$ cat src/rtl/jt10_adpcmb_fetch.sv
// ADPCM-B sample fetch front end: walks ROM bytes between start/end pages, splits them into
// nibbles (high first) and paces the decoder's adv strobe from a Delta-N phase accumulator.
module jt10_adpcmb_fetch #(
    parameter int AW = 24
) (
    input  logic          clk,
    input  logic          rst_n,
    input  logic          cen,
    input  logic          start,
    input  logic          stop,
    input  logic          repeat_en,
    input  logic [15:0]   start_page,
    input  logic [15:0]   end_page,
    input  logic [15:0]   delta_n,
    output logic [AW-1:0] rom_addr,
    output logic          rom_cs,
    input  logic [7:0]    rom_data,
    input  logic          rom_ok,
    output logic [3:0]    data,
    output logic          adv,
    output logic          chon,
    output logic          flag_end,
    output logic          underrun
);

    typedef enum logic [1:0] {IDLE, LOAD, PLAY} state_t;

    state_t          state, state_nx;
    logic [AW-1:0]   ptr, ptr_nx, rom_addr_nx;
    logic            rom_cs_nx;
    logic [7:0]      cur, cur_nx, nxt, nxt_nx;
    logic            cur_valid, cur_valid_nx, nxt_valid, nxt_valid_nx;
    logic            cur_end, cur_end_nx, nxt_end, nxt_end_nx;
    logic            nib, nib_nx;
    logic [15:0]     phase, phase_nx;
    logic            fetch_stop, fetch_stop_nx;
    logic            chon_nx, underrun_nx, adv_nx, flag_end_nx;
    logic            finish, got, byte_is_end;
    logic [16:0]     acc_sum;
    logic [AW-1:0]   start_byte, end_byte, ptr_inc;

    assign start_byte  = AW'({start_page, 8'h00});
    assign end_byte    = AW'({end_page, 8'hFF});
    assign acc_sum     = {1'b0, phase} + {1'b0, delta_n};
    assign got         = rom_cs & rom_ok;
    assign byte_is_end = (rom_addr == end_byte);
    assign ptr_inc     = (ptr == end_byte) ? start_byte : ptr + AW'(1);
    assign data        = nib ? cur[3:0] : cur[7:4];

    always_comb begin
        state_nx      = state;
        ptr_nx        = ptr;
        rom_addr_nx   = rom_addr;
        rom_cs_nx     = rom_cs;
        cur_nx        = cur;
        nxt_nx        = nxt;
        cur_valid_nx  = cur_valid;
        nxt_valid_nx  = nxt_valid;
        cur_end_nx    = cur_end;
        nxt_end_nx    = nxt_end;
        nib_nx        = nib;
        phase_nx      = phase;
        fetch_stop_nx = fetch_stop;
        chon_nx       = chon;
        underrun_nx   = underrun;
        adv_nx        = 1'b0;
        flag_end_nx   = 1'b0;
        finish        = 1'b0;

        case (state)
            LOAD: begin
                if (got) begin
                    cur_nx       = rom_data;
                    cur_end_nx   = byte_is_end;
                    cur_valid_nx = 1'b1;
                    rom_cs_nx    = 1'b0;
                    chon_nx      = 1'b1;
                    state_nx     = PLAY;
                end else if (!rom_cs) begin
                    rom_cs_nx = 1'b1;
                end
            end
            PLAY: begin
                phase_nx = acc_sum[15:0];
                if (adv) begin
                    if (!nib) begin
                        nib_nx = 1'b1;
                    end else if (cur_end && !repeat_en) begin
                        finish       = 1'b1;
                        state_nx     = IDLE;
                        chon_nx      = 1'b0;
                        flag_end_nx  = 1'b1;
                        rom_cs_nx    = 1'b0;
                        cur_valid_nx = 1'b0;
                        nxt_valid_nx = 1'b0;
                    end else if (nxt_valid) begin
                        cur_nx       = nxt;
                        cur_end_nx   = nxt_end;
                        nxt_valid_nx = 1'b0;
                        nib_nx       = 1'b0;
                    end else begin
                        // Starved: keep showing the consumed nibble until the byte lands.
                        cur_valid_nx = 1'b0;
                    end
                end
                if (!finish) begin
                    if (got) begin
                        rom_cs_nx = 1'b0;
                        if (!cur_valid_nx) begin
                            cur_nx       = rom_data;
                            cur_end_nx   = byte_is_end;
                            cur_valid_nx = 1'b1;
                            nib_nx       = 1'b0;
                        end else begin
                            nxt_nx       = rom_data;
                            nxt_end_nx   = byte_is_end;
                            nxt_valid_nx = 1'b1;
                        end
                    end else if (!rom_cs && !fetch_stop && !nxt_valid_nx) begin
                        rom_cs_nx     = 1'b1;
                        rom_addr_nx   = ptr;
                        ptr_nx        = ptr_inc;
                        fetch_stop_nx = (ptr == end_byte) && !repeat_en;
                    end
                    // A carry with nothing to hand out is dropped, not queued.
                    adv_nx      = acc_sum[16] & cur_valid_nx;
                    underrun_nx = underrun | (acc_sum[16] & ~cur_valid_nx);
                end
            end
            default: ;
        endcase

        if (stop) begin
            state_nx     = IDLE;
            rom_cs_nx    = 1'b0;
            chon_nx      = 1'b0;
            adv_nx       = 1'b0;
            flag_end_nx  = 1'b0;
            cur_valid_nx = 1'b0;
            nxt_valid_nx = 1'b0;
        end else if (start) begin
            // rom_cs is dropped for one cen so a stale rom_ok cannot complete the new request.
            state_nx      = LOAD;
            rom_cs_nx     = 1'b0;
            rom_addr_nx   = start_byte;
            ptr_nx        = (start_byte == end_byte) ? start_byte : start_byte + AW'(1);
            fetch_stop_nx = (start_byte == end_byte) && !repeat_en;
            nib_nx        = 1'b0;
            phase_nx      = 16'h0000;
            cur_valid_nx  = 1'b0;
            nxt_valid_nx  = 1'b0;
            chon_nx       = 1'b0;
            adv_nx        = 1'b0;
            flag_end_nx   = 1'b0;
            underrun_nx   = 1'b0;
        end
    end

    always_ff @(posedge clk or negedge rst_n) begin
        if (!rst_n) begin
            state      <= IDLE;
            ptr        <= '0;
            rom_addr   <= '0;
            rom_cs     <= 1'b0;
            cur        <= 8'h00;
            nxt        <= 8'h00;
            cur_valid  <= 1'b0;
            nxt_valid  <= 1'b0;
            cur_end    <= 1'b0;
            nxt_end    <= 1'b0;
            nib        <= 1'b0;
            phase      <= 16'h0000;
            fetch_stop <= 1'b0;
            chon       <= 1'b0;
            underrun   <= 1'b0;
            adv        <= 1'b0;
            flag_end   <= 1'b0;
        end else if (cen) begin
            state      <= state_nx;
            ptr        <= ptr_nx;
            rom_addr   <= rom_addr_nx;
            rom_cs     <= rom_cs_nx;
            cur        <= cur_nx;
            nxt        <= nxt_nx;
            cur_valid  <= cur_valid_nx;
            nxt_valid  <= nxt_valid_nx;
            cur_end    <= cur_end_nx;
            nxt_end    <= nxt_end_nx;
            nib        <= nib_nx;
            phase      <= phase_nx;
            fetch_stop <= fetch_stop_nx;
            chon       <= chon_nx;
            underrun   <= underrun_nx;
            adv        <= adv_nx;
            flag_end   <= flag_end_nx;
        end
    end

endmodule

$ cat config.mk
export PLATFORM = sky130hd
export DESIGN_NAME = jt10_adpcmb_fetch
export DESIGN_NICKNAME = d
export VERILOG_FILES = /design/src/rtl/jt10_adpcmb_fetch.sv
export SDC_FILE = /design/constraint.sdc
export NUM_CORES = 1
export LEC_CHECK = 0
export BUFFER_PORTS_ARGS = -buffer_cell sky130_fd_sc_hd__buf_4
export CAP_MARGIN = 20
export CORE_UTILIZATION = 57
export DETAILED_ROUTE_END_ITERATION = 8
export PLACE_DENSITY_LB_ADDON = 0.15
export SYNTH_ARGS = -nofsm -noshare
export SYNTH_HDL_FRONTEND = slang
export SYNTH_SLANG_ARGS = --single-unit
$ cat constraint.sdc
create_clock -name clk -period 3.4 [get_ports clk]
set_clock_uncertainty 0.05 [all_clocks]
set_input_delay 0.68 -clock clk [delete_from_list [all_inputs] [get_ports clk]]
set_output_delay 0.68 -clock clk [all_outputs]
set_load 0.005 [all_outputs]
; ---- Word-level counts from Yosys, hierarchy flattened
; Cells that the tools add are included.
[totals]
ff_bits = 93
inputBits = 63
out_inout_bits = 33
[op_classes]
add_sub_neg = 3
eq_ne = 9
muxes = 111
bitwise_logic = 6
reduce_logical = 17
[op_table]
columns = operator, n
row1 = 2-to-1 mux 24 bit, 13
row2 = 2-to-1 mux 1 bit, 74
row3 = 2-to-1 mux 8 bit, 8
row4 = adder 24 x 1 -> 24 bit (second input constant), 2
row5 = equality test 24 bit, 2
row6 = 2-to-1 mux 16 bit, 3
row7 = adder 16 x 16 -> 17 bit, 1
row8 = != test 4 bit (second input constant), 4
row9 = one-hot mux 8 bit (2 select lines), 1
row10 = 2-to-1 mux 2 bit, 6
row11 = one-hot mux 1 bit (2 select lines), 4
row12 = AND reduction 3 bit, 2
row13 = AND reduction 6 bit, 1
row14 = AND reduction 5 bit, 1
row15 = logical AND 1 bit, 4
row16 = zero test 1 bit, 4
row17 = 2-to-1 mux 4 bit, 1
row18 = one-hot mux 2 bit (2 select lines), 1
row19 = AND reduction 2 bit, 2
row20 = nonzero test 4 bit, 1
row21 = bitwise AND 1 bit, 3
row22 = nonzero test 3 bit, 1
row23 = equality test 2 x 1 -> 1 bit (second input constant), 1
row24 = equality test 2 bit (second input constant), 1
row25 = 4 further kinds, 5

; ---- Depth between registers and ports, before layout
[logic_depth]
word_depth = 16
mapped_depth = 9

; ---- Worst setup path before layout
; OpenSTA, ideal clock, no wires.
[synth_path]
kind = input port to flip-flop
start = input port delta_n[0]
end = register underrun
setup_ns = 0.122
arrival_ns = 2.607
required_time_ns = 3.228
path_slack_ns = 0.621
stages = 8
n_path_buf = 0
cell_sequence = ha_1 > fa_1 > a211o_1 > a2111oi_0 > nor2_1 > nand4_1 > a211oi_1 > a32o_1
[synth_via]
elab_chain_cells = 7
[synth_rtl]
columns = item, line
row1 = from (decl), 14  ; input logic [15:0] delta_n,
row2 = adder 16 x 16 -> 17 bit *, 44  ; assign acc_sum = {1'b0, phase} + {1'b0, delta_n};
row3 = bitwise AND 1 bit *, 127  ; underrun_nx = underrun | (acc_sum[16] & ~cur_valid_nx);
row4 = OR 1 bit *, 127
row5 = 2-to-1 mux 1 bit *, 106  ; if (!finish) begin
row6 = 2-to-1 mux 1 bit *, 70  ; case (state)
row7 = 2-to-1 mux 1 bit, 141  ; end else if (start) begin
row8 = 2-to-1 mux 1 bit *, 133  ; if (stop) begin
row9 = to (signal assigned), 193  ; underrun <= underrun_nx;
row10 = to (decl), 23  ; output logic underrun
; Every way passes the cells marked *; elsewhere a longest branch is shown, timed or not.
; A chain may end at the register's enable or synchronous reset.

; ---- Worst setup path in the final report
; Ends and elaborated chain as after synthesis.

==> impl_metrics.csv <==
group,metric,value,unit
run_status,status,"completed",
drt,totalWireLength,16310,um
drt,post_drt_wl_per_cell,18.55,um
placed_design,io_buffers,95,
critical_path,path_class,"in -> reg",
drt,ant_nets,0,
timing,hold_violations,0,
critical_path,path_buf_inv,1,
logic_synthesis,synth_xor_area_frac,0.06374,
floorplanning,row_count,36,
logic_synthesis,yosys.area.top_type,"dfrtp_1",
power_and_ir_drop,seq_power_share,0.446,
clock_tree,cts.sinks,92,
floorplanning,die_area,10780,um^2
critical_path,max_stage_delay,550,ps
logic_synthesis,ys_seq_area_frac,0.3897,
drt,drt-pass1-iter-count,5,
drt,vias,5728,
timing,slew_headroom,0.4584,
final_layout,drive_gt1_frac,0.2118,
clock_tree,postCtsResizedCells,0,
clock_tree,cts_buffers,9,
clock_tree,cts-root-buf,"clkbuf_8",
logic_synthesis,synth_top_family_by_area,"compound AO/OA/AOI/OAI gates",
final_layout,antenna_cells,0,
logic_synthesis,syn_avg_cell_area,9.062,um^2
power_and_ir_drop,p_leak,3.095,nW
logic_synthesis,synthArstFlopShare,1.000,
logic_synthesis,synth_mux_area_frac,0.03177,
power_and_ir_drop,comb_power_share,0.331,
grt,antenna_found_initial,0,
logic_synthesis,yosys_warnings,0,
logic_synthesis,synthTopCellsByArea,"dfrtp_1, a21oi_1, ha_1",
critical_path,cp_top_family,"compound AO/OA/AOI/OAI gates",
clock_tree,holdBufCountCts,0,
floorplanning,core_area,9910,um^2
timing,drv_slew,0,
timing,fin_crit,2763,ps
logic_synthesis,synth_top_area_share,0.3897,
timing,setup_viol,0,
final_layout,syn_to_final_growth,18.34,%
power_and_ir_drop,peakVddDrop,352.5,uV
timing,fin_setup_tns,0,ps
power_and_ir_drop,sw_frac_of_total,0.3581,
clock_tree,cts_tree,"yes",
grt,grt_pass1_wl,27300,um
clock_tree,post_cts_buffers,0,
power_and_ir_drop,p_total,3.347,mW
critical_path,rr_endpoint,"underrun",
critical_path,critical_path.max_fanout,3,
timing,worst_slew_pin_slew,811.6,ps
logic_synthesis,synth_edf_count,0,
power_and_ir_drop,power_density,478.7,nW/um^2
floorplanning,die_w,103.8,um
logic_synthesis,synth_fa_ha_area_frac,0.04363,
critical_path,worstPathRequired,3590,ps
logic_synthesis,synth_compound_area_frac,0.2518,
critical_path,cpMaxStageDelayCell,"a2111oi_0",
drt,route.detailed.drc,0,
drt,drtIter0Drc,429,
logic_synthesis,synth-simple-area-share,0.1838,
timing,fmax,0.3619,GHz
floorplanning,io_pins,96,
power_and_ir_drop,clockPowerShare,0.223,
placed_design,dp_hpwl,11790,um
logic_synthesis,synth_cell_types,65,
logic_synthesis,synth_most_common_cell,"dfrtp_1",
grt,grt-ovfl-total,0,
timing,rsz0062_at_grt,"false",
clock_tree,clkLatencyLatePin,360,ps
critical_path,worst_setup_path_end_kind,"flop",
critical_path,reg2reg_depth,8,
drt,vias_per_cell,6.516,
placed_design,place_ws,291.7,ps
run,cap_violations,0,
min_path,hold_path.class,"in -> async",
clock_tree,htree_levels,3,
final_layout,nets,824,
logic_synthesis,synth_seq_cells,92,
timing,fin_crit_sh,0.8128,
grt,grt_pass1_vias,5561,
logic_synthesis,synth_area,5908,um^2
timing,worst_slack,636.6,ps
grt,grt_util_all_layers,0.3107,
grt,grt_max_degree,52,
critical_path,cp-start-kind,"input pin",
critical_path,crit_chain,"buf_4 -> ha_1 -> fa_1 -> a211o_1 -> a2111oi_0 -> nor2_1 -> nand4_1 -> a211oi_1 -> a32o_1",
power_and_ir_drop,p_sw,1.198,mW
logic_synthesis,synth-main-ff-cell,"dfrtp_1",
logic_synthesis,synthCells,652,
critical_path,rr_startpoint,"phase[0]",
logic_synthesis,syn_nets,735,
critical_path,arrival,2960,ps
power_and_ir_drop,p_int,2.149,mW
floorplanning,dieHeight,103.8,um
clock_tree,cts.path.max_buffers,2,
placed_design,gp_congestion,0.9625,
floorplanning,start_util,0.5962,
logic_synthesis,synth_common_cells,"dfrtp_1, a21oi_1, nor2_1",
critical_path,reg2reg_slack,660,ps
clock_tree,clk_pin_slew,110,ps
layout by cell type, fill, tap and decap left out, types with 16 or more instances in the layout:
cell type and n:
a21oi_1 59, buf_4 116, dfrtp_1 92, ha_1 19
nand2_1 46, nand3_1 19, nor2_1 50, o21ai_0 39
o22a_1 16, o22ai_1 19, xnor2_1 18, xor2_1 25
cells by family (layout without fill, tap and decap cells):
family,after synthesis,count (layout)
AND/OR/NAND/NOR,205,205
AO/OA/AOI/OAI,224,224
XOR/XNOR,43,43
adder cells (fa/ha/maj),20,20
flip-flops,92,92
buffers and inverters,51,145
multiplexers,17,17
worst reg2reg max path: stages, from the launching register on:
cell and delay [ps]:
dfrtp_1 400, ha_1 220, fa_1 430, a211o_1 310, a2111oi_0 550, nor2_1 160, nand4_1 130, a211oi_1 90
a32o_1 260
power by group through the flow:
stage / Sequential [mW] / Clock [mW] / Combinational (mW)
detailed placement: 1.51 / 0 / 1.09
floorplan: 1.44 / 0 / 0.728
global placement: 1.50 / 0 / 1.06
global route: 1.52 / 0.798 / 1.22
finish: 1.49 / 0.746 / 1.11
CTS: 1.49 / 0.751 / 1.10
per-stage QoR:
step / instances / instance area [um^2] / utilization / hold WS, ps
after floorplan: 652 / 5908 / - / 334.4
after global placement: 863 / 6800 / 0.6862 / 406.9
after detailed placement: 863 / 6800 / 0.6862 / 419.8
after CTS: 879 / 6992 / 0.7056 / 265.2
after global routing: 879 / 6992 / 0.7056 / 283.9
final: 879 / 6992 / 0.7056 / 241.0
metal layers:
| metal | vias to the layer above | share of wire | track usage |
|---|---|---|---|
| li1 | 2647 | - | - |
| met2 | 270 | 0.47 | 0.5038 |
| met1 | 2766 | 0.42 | 0.4204 |
| met5 | - | 0 | 0 |
| met3 | 45 | 0.067 | 0.03461 |
| met4 | 0 | 0.038 | 0.1378 |
flip-flops by register name, summed over array words and instances, names as in the netlist, 8 cells and up:
signal	cells
ptr	24
rom_addr	24
phase	16
cur	8
nxt	8
how the worst max path moves through the flow:
stage / start / to / depth (start not counted)
after floorplan: delta_n[0] / underrun / 8
after global placement: delta_n[0] / underrun / 9
after detailed placement: delta_n[0] / underrun / 9
after CTS: delta_n[0] / underrun / 9
after global routing: phase[0] / underrun / 8
final: delta_n[0] / underrun / 9
area by class of cell:
type	instances	area, um^2
multi-input cells	509	3396
fillers	798	2918
flip-flops and latches	92	2302
repair buffers	117	890.9
well taps	133	166.4
clock buffers	10	137.6
clock inverters	6	53.80
inverters	12	45.04
No activity file was read; power rests on OpenSTA's default activity.
